--- src/rtl/reg_shift_sload_pout.sv ---
// Serial-in, parallel-out receive stage: assembles LSB-first frames into WIDTH-bit
// words and hands them off with a valid/ack handshake, flagging aborts and overruns.
module reg_shift_sload_pout #(
  parameter int WIDTH = 32
) (
  input  logic                       clk,
  input  logic                       reset,
  input  logic                       bit_en,
  input  logic                       ser_in,
  input  logic                       ser_busy,
  input  logic                       out_ack,
  input  logic                       ovr_clr,
  output logic [WIDTH-1:0]           out_data,
  output logic                       out_valid,
  output logic                       out_ovr,
  output logic                       frame_err,
  output logic                       rx_busy,
  output logic [$clog2(WIDTH):0]     rx_count
);

  localparam int CW = $clog2(WIDTH) + 1;
  localparam logic [CW-1:0] LAST = CW'(WIDTH - 1);

  typedef enum logic {IDLE, SHIFT} state_t;

  state_t           r_state;
  logic [WIDTH-1:0] r_buf;
  logic [WIDTH-1:0] r_data;
  logic             r_valid;
  logic             r_ovr;
  logic             r_err;
  logic             r_busy;
  logic [CW-1:0]    r_count;

  logic             w_bit;
  logic             w_accept;
  logic             w_abort;
  logic             w_complete;
  logic             w_take;
  logic [CW-1:0]    w_idx;
  logic [WIDTH-1:0] w_word;

  // Only a solid 1 counts as a one; X and Z from a floating line read as 0.
  assign w_bit    = (ser_in === 1'b1);
  assign w_accept = bit_en && ser_busy;
  assign w_abort  = bit_en && !ser_busy && (r_state == SHIFT);
  assign w_complete = w_accept &&
                      (((r_state == IDLE) && (WIDTH == 1)) ||
                       ((r_state == SHIFT) && (r_count == LAST)));
  // A completed word is taken unless a pending word is left unacknowledged.
  assign w_take   = !r_valid || out_ack;
  assign w_idx    = (r_state == IDLE) ? '0 : r_count;

  // NOTE: every variable is given a default at the top of always_comb so no latch is inferred.
  always_comb begin
    w_word = (r_state == IDLE) ? '0 : r_buf;
    for (int i = 0; i < WIDTH; i++) begin
      if (CW'(i) == w_idx) w_word[i] = w_bit;
    end
  end

  // NOTE: sequential state uses non-blocking assignments so all registers update together.
  always_ff @(posedge clk or negedge reset) begin
    if (!reset) begin
      r_state <= IDLE;
      r_buf   <= '0;
      r_data  <= '0;
      r_valid <= 1'b0;
      r_ovr   <= 1'b0;
      r_err   <= 1'b0;
      r_busy  <= 1'b0;
      r_count <= '0;
    end else begin
      r_err <= w_abort;

      if (w_complete) begin
        r_state <= IDLE;
        r_buf   <= '0;
        r_busy  <= 1'b0;
        r_count <= '0;
      end else if (w_accept) begin
        r_state <= SHIFT;
        r_buf   <= w_word;
        r_busy  <= 1'b1;
        r_count <= w_idx + CW'(1);
      end else if (w_abort) begin
        r_state <= IDLE;
        r_buf   <= '0;
        r_busy  <= 1'b0;
        r_count <= '0;
      end

      if (w_complete && w_take) begin
        r_data  <= w_word;
        r_valid <= 1'b1;
      end else if (out_ack && r_valid && !w_complete) begin
        r_valid <= 1'b0;
      end

      // A fresh overrun wins over a simultaneous clear.
      if (w_complete && !w_take) begin
        r_ovr <= 1'b1;
      end else if (ovr_clr) begin
        r_ovr <= 1'b0;
      end
    end
  end

  assign out_data  = r_data;
  assign out_valid = r_valid;
  assign out_ovr   = r_ovr;
  assign frame_err = r_err;
  assign rx_busy   = r_busy;
  assign rx_count  = r_count;

endmodule

--- config.mk ---
export PLATFORM = sky130hd
export DESIGN_NAME = reg_shift_sload_pout
export DESIGN_NICKNAME = d
export VERILOG_FILES = /design/src/rtl/reg_shift_sload_pout.sv
export SDC_FILE = /design/constraint.sdc
export NUM_CORES = 1
export LEC_CHECK = 0
export BUFFER_PORTS_ARGS = -buffer_cell sky130_fd_sc_hd__buf_2
export CORE_MARGIN = 10
export CORE_UTILIZATION = 30
export DETAILED_ROUTE_END_ITERATION = 16
export GPL_TIMING_DRIVEN = 0
export HOLD_SLACK_MARGIN = 0.03
export PLACE_DENSITY = 0.54
export SLEW_MARGIN = 5
export SYNTH_ARGS = -nofsm -noshare
export SYNTH_HDL_FRONTEND = slang
export SYNTH_SLANG_ARGS = --single-unit
--- constraint.sdc ---
create_clock -name clk -period 1.65 [get_ports clk]
set_input_delay 0.0825 -clock clk [delete_from_list [all_inputs] [get_ports clk]]
set_output_delay 0.0825 -clock clk [all_outputs]
set_load 0.02 [all_outputs]
==> results of run 1 <==
per-layer routing:
layer | vias up | global-route usage | share of wire
met5 | - | 0 | 0
met4 | 0 | 0.0501 | 0.019
met3 | 21 | 0.0179 | 0.030
met2 | 80 | 0.180 | 0.46
met1 | 1468 | 0.161 | 0.49
li1 | 1356 | - | -
power groups by stage:
| stage | Clock [mW] | Sequential, mW | Combinational, mW |
|---|---|---|---|
| floorplan | 0 | 1.90 | 0.222 |
| global placement | 0 | 1.88 | 0.387 |
| detailed placement | 0 | 1.88 | 0.396 |
| CTS | 2.05 | 1.84 | 0.507 |
| global route | 2.14 | 1.84 | 0.586 |
| finish | 2.01 | 1.84 | 0.545 |
tightest hold or removal path, cell delays in order:
cell and delay [ns]:
buf_2 0.07, nand2b_1 0.15, nand2_1 0.06
cells in the mapped netlist (2+ instances only):
cell type   n
a21oi_1    23
a22o_1     29
a31o_2     21
a31oi_1     2
a32o_1      2
and4b_1     2
and4bb_2    3
buf_1       3
buf_12      3
buf_2      12
buf_4       7
clkbuf_1    7
dfrtp_1    73
inv_1       2
mux2_1     10
mux2_2      3
mux2_4     20
mux2i_1     8
nand2_1    45
nand2b_1    2
nand3_1     4
nand3b_1    2
nor2_1      2
nor3b_1     3
o21ai_0     8
o22ai_1     2
xor2_1      2
kinds of logic (layout without fill, tap and decap cells):
family | count (synthesis) | in the layout | share of synthesized area
xor gates and xnor gates | 3 | 3 | 0.00705
buffers and inverters | 34 | 139 | 0.0584
AOI/OAI and AO/OA | 90 | 90 | 0.177
DFF | 73 | 73 | 0.490
muxes | 41 | 41 | 0.141
and+or+nand+nor | 75 | 75 | 0.126
layout by cell type, fill, tap and decap left out, types with 2 or more instances in the layout:
master / synthesis / final
nor3b_2: 1 / 2
nand2_1: 45 / 43
a21oi_1: 23 / 12
a31o_2: 21 / 17
and4bb_4: 0 / 3
buf_12: 3 / 8
o21ai_0: 8 / 7
dfrtp_2: 0 / 7
buf_2: 12 / 48
mux2i_1: 8 / 4
nor2_1: 2 / 2
clkbuf_1: 7 / 6
nand3b_1: 2 / 2
nand2b_1: 2 / 2
a21oi_2: 0 / 11
dfrtp_1: 73 / 66
nor3b_4: 1 / 3
buf_6: 0 / 16
buf_8: 0 / 2
xor2_1: 2 / 2
buf_4: 7 / 30
inv_1: 2 / 2
a32o_1: 2 / 2
clkbuf_4: 0 / 5
clkbuf_16: 0 / 11
clkbuf_8: 0 / 2
dlygate4sd3_1: 0 / 3
mux2_4: 20 / 32
nand3_1: 4 / 3
clkbuf_2: 0 / 2
a22o_1: 29 / 29
a31o_4: 0 / 4
and4b_1: 2 / 2
o22ai_1: 2 / 2
mux2i_2: 0 / 4
stage by stage:
step / utilization / cells / instance area, um^2 / hold slack [ns]
final: 0.432 / 589 / 5230 / 0.0708
after detailed placement: 0.349 / 531 / 4230 / 0.0733
after floorplan: - / 316 / 3770 / -0.213
after global placement: 0.348 / 530 / 4210 / 0.277
after CTS: 0.410 / 578 / 4970 / 0.0647
after global routing: 0.432 / 589 / 5230 / 0.0812
repair_timing:
item / CTS / global route
setup buffers: 28 / 9
hold buffers: 3 / 0
gates resized for setup: 38 / 44
pin swaps: 11 / 23
endpoints found under the hold margin: 35 / 0
endpoints found under the setup margin: 69 / 69
gates cloned: 1 / 3
worst paths after layout:
| kind | from | to | slack [ns] |
|---|---|---|---|
| worst min register to register | r_buf[29] | r_buf[29] | 0.49 |
| worst min-delay path | out_ack | out_valid | 0.07 |
| min in group asynchronous | reset | out_data[30] | 0.25 |
| worst max register to register | rx_count[4] | out_data[24] | -0.06 |
| worst max-delay path | rx_count[4] | out_data[24] | -0.06 |
| max in group asynchronous | reset | rx_count[1] | 0.82 |
state kept, by name (all words and copies together) (netlist names):
register	cells
out_data	32
r_buf	31
rx_count	6
frame_err	1
out_ovr	1
out_valid	1
rx_busy	1
layout make-up:
class,count,area (um^2)
flip-flops and latches,73,1840
clock buffers,12,256
repair buffers,90,686
fillers,1172,6880
inverters,2,7.51
clock inverters,4,51.3
well taps,168,210
plain buffers,31,297
multi-input cells,209,1890
==> impl_metrics.yaml, run 1 <==
setup_path:
  path_max_fanout: 7
  endpoint_kind: "register"
  crit_arrival_ns: 1.93
  cp_cell_sequence: "buf_6, nor3b_4, buf_6, buf_4, buf_4, a31o_2, mux2_4"
  path_class: "reg -> reg"
  cp_num_buf_inv: 4
  critPathLaunchType: "register"
  cp_top_family: "buffers and inverters"
  slowest_stage: "dfrtp_2"
  worstPathRequired_ns: 1.87
  max_stage_delay_ns: 0.42
  rr_worst_depth: 7
  crit_cells: 7
timing:
  slew-limit-headroom: 0.620
  timing.final.crit_share: 1.04
  final.setup.worst_slack_ns: -0.0611
  final_hold_viol_count: 0
  fin_skew_ns: 0.00784
  maxSlewViolCount: 0
  rsz0062_at_grt: "true"
  max_freq_ghz: 0.584
  setup_violations: 32
  tightest_slew_ns: 0.570
  finalCriticalPeriod_ns: 1.71
  finalSetupTns_ns: -1.06
die:
  initial_core_util: 0.308
  dieArea_um2: 17300
  fp.dieH_um: 131
  ios: 49
  num_rows: 40
  coreArea_um2: 12100
  fp.dieW_um: 131
global_route:
  grt_pass1_wl_mm: 16.5
  grt_usage: 0.118
  antenna_found_initial: 0
  grt_pass1_vias: 2975
  grt_max_degree: 41
  overflow: 0
routing:
  routedWlPerCell_um: 17.9
  routed_wl_mm: 10.6
  drc: 0
  vias: 2925
  drt_iter0_drc: 144
  routed_via_density: 4.97
  dr.pass1.iters: 4
  ant_nets: 0
flow_run:
  drv_cap: 0
synthesis:
  synthArstFlopShare: 1.00
  ys_warn_count: 0
  synth_top_area_cell: "dfrtp_1"
  syn_avg_cell_area_um2: 11.8
  synth_seq_area_share: 0.490
  synth.net_count: 323
  synth_ff_type: "dfrtp_1"
  syn_inst: 316
  synth_cell_types: 43
  synth_edf_count: 0
  synth_seq_cells: 73
  syn_area_um2: 3730
  synth_top_cell_area_share: 0.490
  synthTopCellsByArea: "dfrtp_1 (49%), mux2_4 (8.1%), a22o_1 (6.8%), a31o_2 (4.9%), nand2_1 (4.5%)"
cts:
  htreeDepth: 3
  clock_latency_ns: 0.34
  cts_sinks: 73
  cts_root_buffer: "clkbuf_16"
  clk_pin_slew_ns: 0.06
  tritoncts: "built"
  numCtsBuffers: 9
  clock_path_buffers: 2
power_and_ir_drop:
  ir_drop_mv: 0.386
  pwr-share-seq: 0.419
  p_clk_frac: 0.457
  p_sw_mw: 1.10
  comb_power_share: 0.124
  power.density_nw_per_um2: 840
  swShare: 0.249
  p_int_mw: 3.30
  total_power_mw: 4.40
  power_leakage_nw: 2.48
layout:
  area_delta_synth_final_pct: 40.3
  final_nets: 423
  final_layout_size_suffix_gt1_frac: 0.532
  diodes: 0
hold_path:
  min_path_cells: 3
  hp-class: "in -> reg"
placed_design:
  portBuffers: 46
  place.gp.congestion: 0.810
  dp_slack_ns: -0.178
  place_hpwl_mm: 6.79
outcome:
  failed_checks: "setup timing"
  status: "complete, but fails checks"
(Power assumes the default switching activity.)
==> inputs of run 2 (changes only) <==
--- a/config.mk
+++ b/config.mk
@@ -11,7 +11,6 @@
 export DETAILED_ROUTE_END_ITERATION = 16
 export GPL_TIMING_DRIVEN = 0
 export HOLD_SLACK_MARGIN = 0.03
-export PLACE_DENSITY = 0.54
 export SLEW_MARGIN = 5
 export SYNTH_ARGS = -nofsm -noshare
 export SYNTH_HDL_FRONTEND = slang
==> run 2 against run 1 <==
Net effect:
- the flow still finishes with violations (setup timing)
- setup slack better by 0.015 ns
- maximum frequency increased by 0.90%
- register-to-register slack better by 0.02 ns
- largest cell class unchanged
- highest routed layer unchanged
- sequential power is essentially flat
==> impl_metrics.yaml, run 2 (synthesis gave the netlist of run 1 again) <==
outcome:
  status: "complete, but fails checks"
  failed_checks: "setup timing"
routing:
  ant_nets: 0
  drt_iter0_drc: 216
  routedWlPerCell_um: 18.4
  routed_wl_mm: 10.8
  routed_via_density: 5.04
  vias: 2963
  drc: 0
  dr.pass1.iters: 4
layout:
  nFillCells: 1129
  final_nets: 424
  largest_reg_flops: 32
  final_layout_size_suffix_gt1_frac: 0.540
  layout_common_cells: "dfrtp_1 (66), buf_2 (49), nand2_1 (44)"
  area_delta_synth_final_pct: 41.8
  diodes: 0
  final_common_cell: "dfrtp_1"
timing:
  final.setup.worst_slack_ns: -0.0459
  hold_ws_ns: 0.113
  finalCriticalPeriod_ns: 1.70
  timing.final.crit_share: 1.03
  tightest_slew_ns: 0.536
  rsz0062_at_grt: "true"
  maxSlewViolCount: 0
  slew-limit-headroom: 0.643
  setup_violations: 26
  fin_skew_ns: 0.0131
  max_freq_ghz: 0.590
  final_hold_viol_count: 0
cts:
  clock_path_buffers: 2
  numCtsBuffers: 9
  cts_root_buffer: "clkbuf_16"
  htreeDepth: 3
  tritoncts: "built"
  cts_sinks: 73
  clk_pin_slew_ns: 0.06
  clock_latency_ns: 0.34
placed_design:
  place.gp.congestion: 0.812
  place_hpwl_mm: 6.61
  dp_slack_ns: -0.189
  portBuffers: 46
setup_path:
  reg2reg_slack_ns: -0.05
  crit_end: "out_data[14]"
  reg2reg_from: "rx_count[4]"
  rr_worst_depth: 5
  crit_arrival_ns: 1.98
  critPathLaunchType: "register"
  max_stage_delay_ns: 0.42
  cp_cell_sequence: "buf_8, nor3b_4, nor3b_2, mux2i_1, mux2_4"
  timing.rr.end: "out_data[14]"
  slowest_stage: "dfrtp_2"
  path_class: "reg -> reg"
  path_max_fanout: 6
  endpoint_kind: "register"
  worstPathRequired_ns: 1.93
  crit_start: "rx_count[4]"
global_route:
  grt_pass1_wl_mm: 16.8
  grt_usage: 0.120
  grt_max_degree: 61
  antenna_found_initial: 0
  grt_pass1_vias: 3051
  overflow: 0
die:
  fp.dieW_um: 131
  fp.dieH_um: 131
  ios: 49
  dieArea_um2: 17300
  initial_core_util: 0.308
  num_rows: 40
  coreArea_um2: 12100
flow_run:
  drv_cap: 0
power_and_ir_drop:
  ir_drop_mv: 0.482
  power.density_nw_per_um2: 842
  power_leakage_nw: 2.50
hold_path:
  hp-class: "in -> reg"
run 2: metal layers:
metal | global-route usage | part of all wire | vias to the layer above
met5 | 0 | 0 | -
met4 | 0.0476 | 0.014 | 0
met3 | 0.0282 | 0.054 | 13
met2 | 0.187 | 0.48 | 88
met1 | 0.156 | 0.45 | 1497
li1 | - | - | 1365
run 2: worst max-delay path, delay by kind of cell (launching register included):
| kind | cells | cell delay [ns] |
|---|---|---|
| AND/OR/NAND/NOR | 2 | 0.55 |
| multiplexers | 2 | 0.53 |
| flip-flops | 1 | 0.42 |
| buffers and inverters | 1 | 0.14 |
run 2: layout make-up:
type                    instances  area, um^2  share of cell area
inverters                       2        7.51             0.00142
flip-flops and latches         73        1840               0.347
well taps                     168         210              0.0398
plain buffers                  29         283              0.0535
clock buffers                  11         233              0.0440
multi-input cells             209        1900               0.359
repair buffers                 93         753               0.142
clock inverters                 3        67.6              0.0128
run 2: how the worst min path moves through the flow:
stage / cells after the start / slack (ns) / to / from
finish: 2 / 0.11 / frame_err / ser_busy
global route: 2 / 0.14 / frame_err / ser_busy
CTS: 3 / 0.06 / out_valid / out_ack
detailed placement: 1 / -0.04 / out_data[13] / reset
global placement: 2 / 0.28 / out_ovr / ovr_clr
floorplan: 0 / -0.21 / frame_err / reset
run 2: per-stage QoR:
stage / setup TNS [ns] / instance area, um^2 / total power [mW] / utilization / cells
CTS: -1.08 / 4980 / 4.39 / 0.412 / 571
floorplan: -0.0513 / 3770 / 2.12 / - / 316
global placement: -7.41 / 4210 / 2.26 / 0.348 / 530
global route: -2.55 / 5290 / 4.60 / 0.436 / 588
detailed placement: -6.58 / 4240 / 2.27 / 0.350 / 531
finish: -0.519 / 5290 / 4.45 / 0.436 / 588
run 2: where the power goes:
| part | internal, mW | switching (mW) | leakage, nW | total [mW] |
|---|---|---|---|---|
| logic | 0.237 | 0.320 | 1.36 | 0.557 |
| registers | 1.82 | 0.0262 | 0.997 | 1.85 |
| clock network | 1.31 | 0.739 | 0.142 | 2.05 |
| total | 3.37 | 1.09 | 2.50 | 4.45 |
run 2: what timing repair did:
| action | CTS | global route |
|---|---|---|
| endpoints found under the hold margin | 76 | 0 |
| cloned | 3 | 3 |
| gates resized for setup | 53 | 41 |
| buffers inserted | 22 | 15 |
| hold buffers | 3 | 0 |
| pin swaps | 19 | 22 |
| setup endpoints to repair | 69 | 71 |
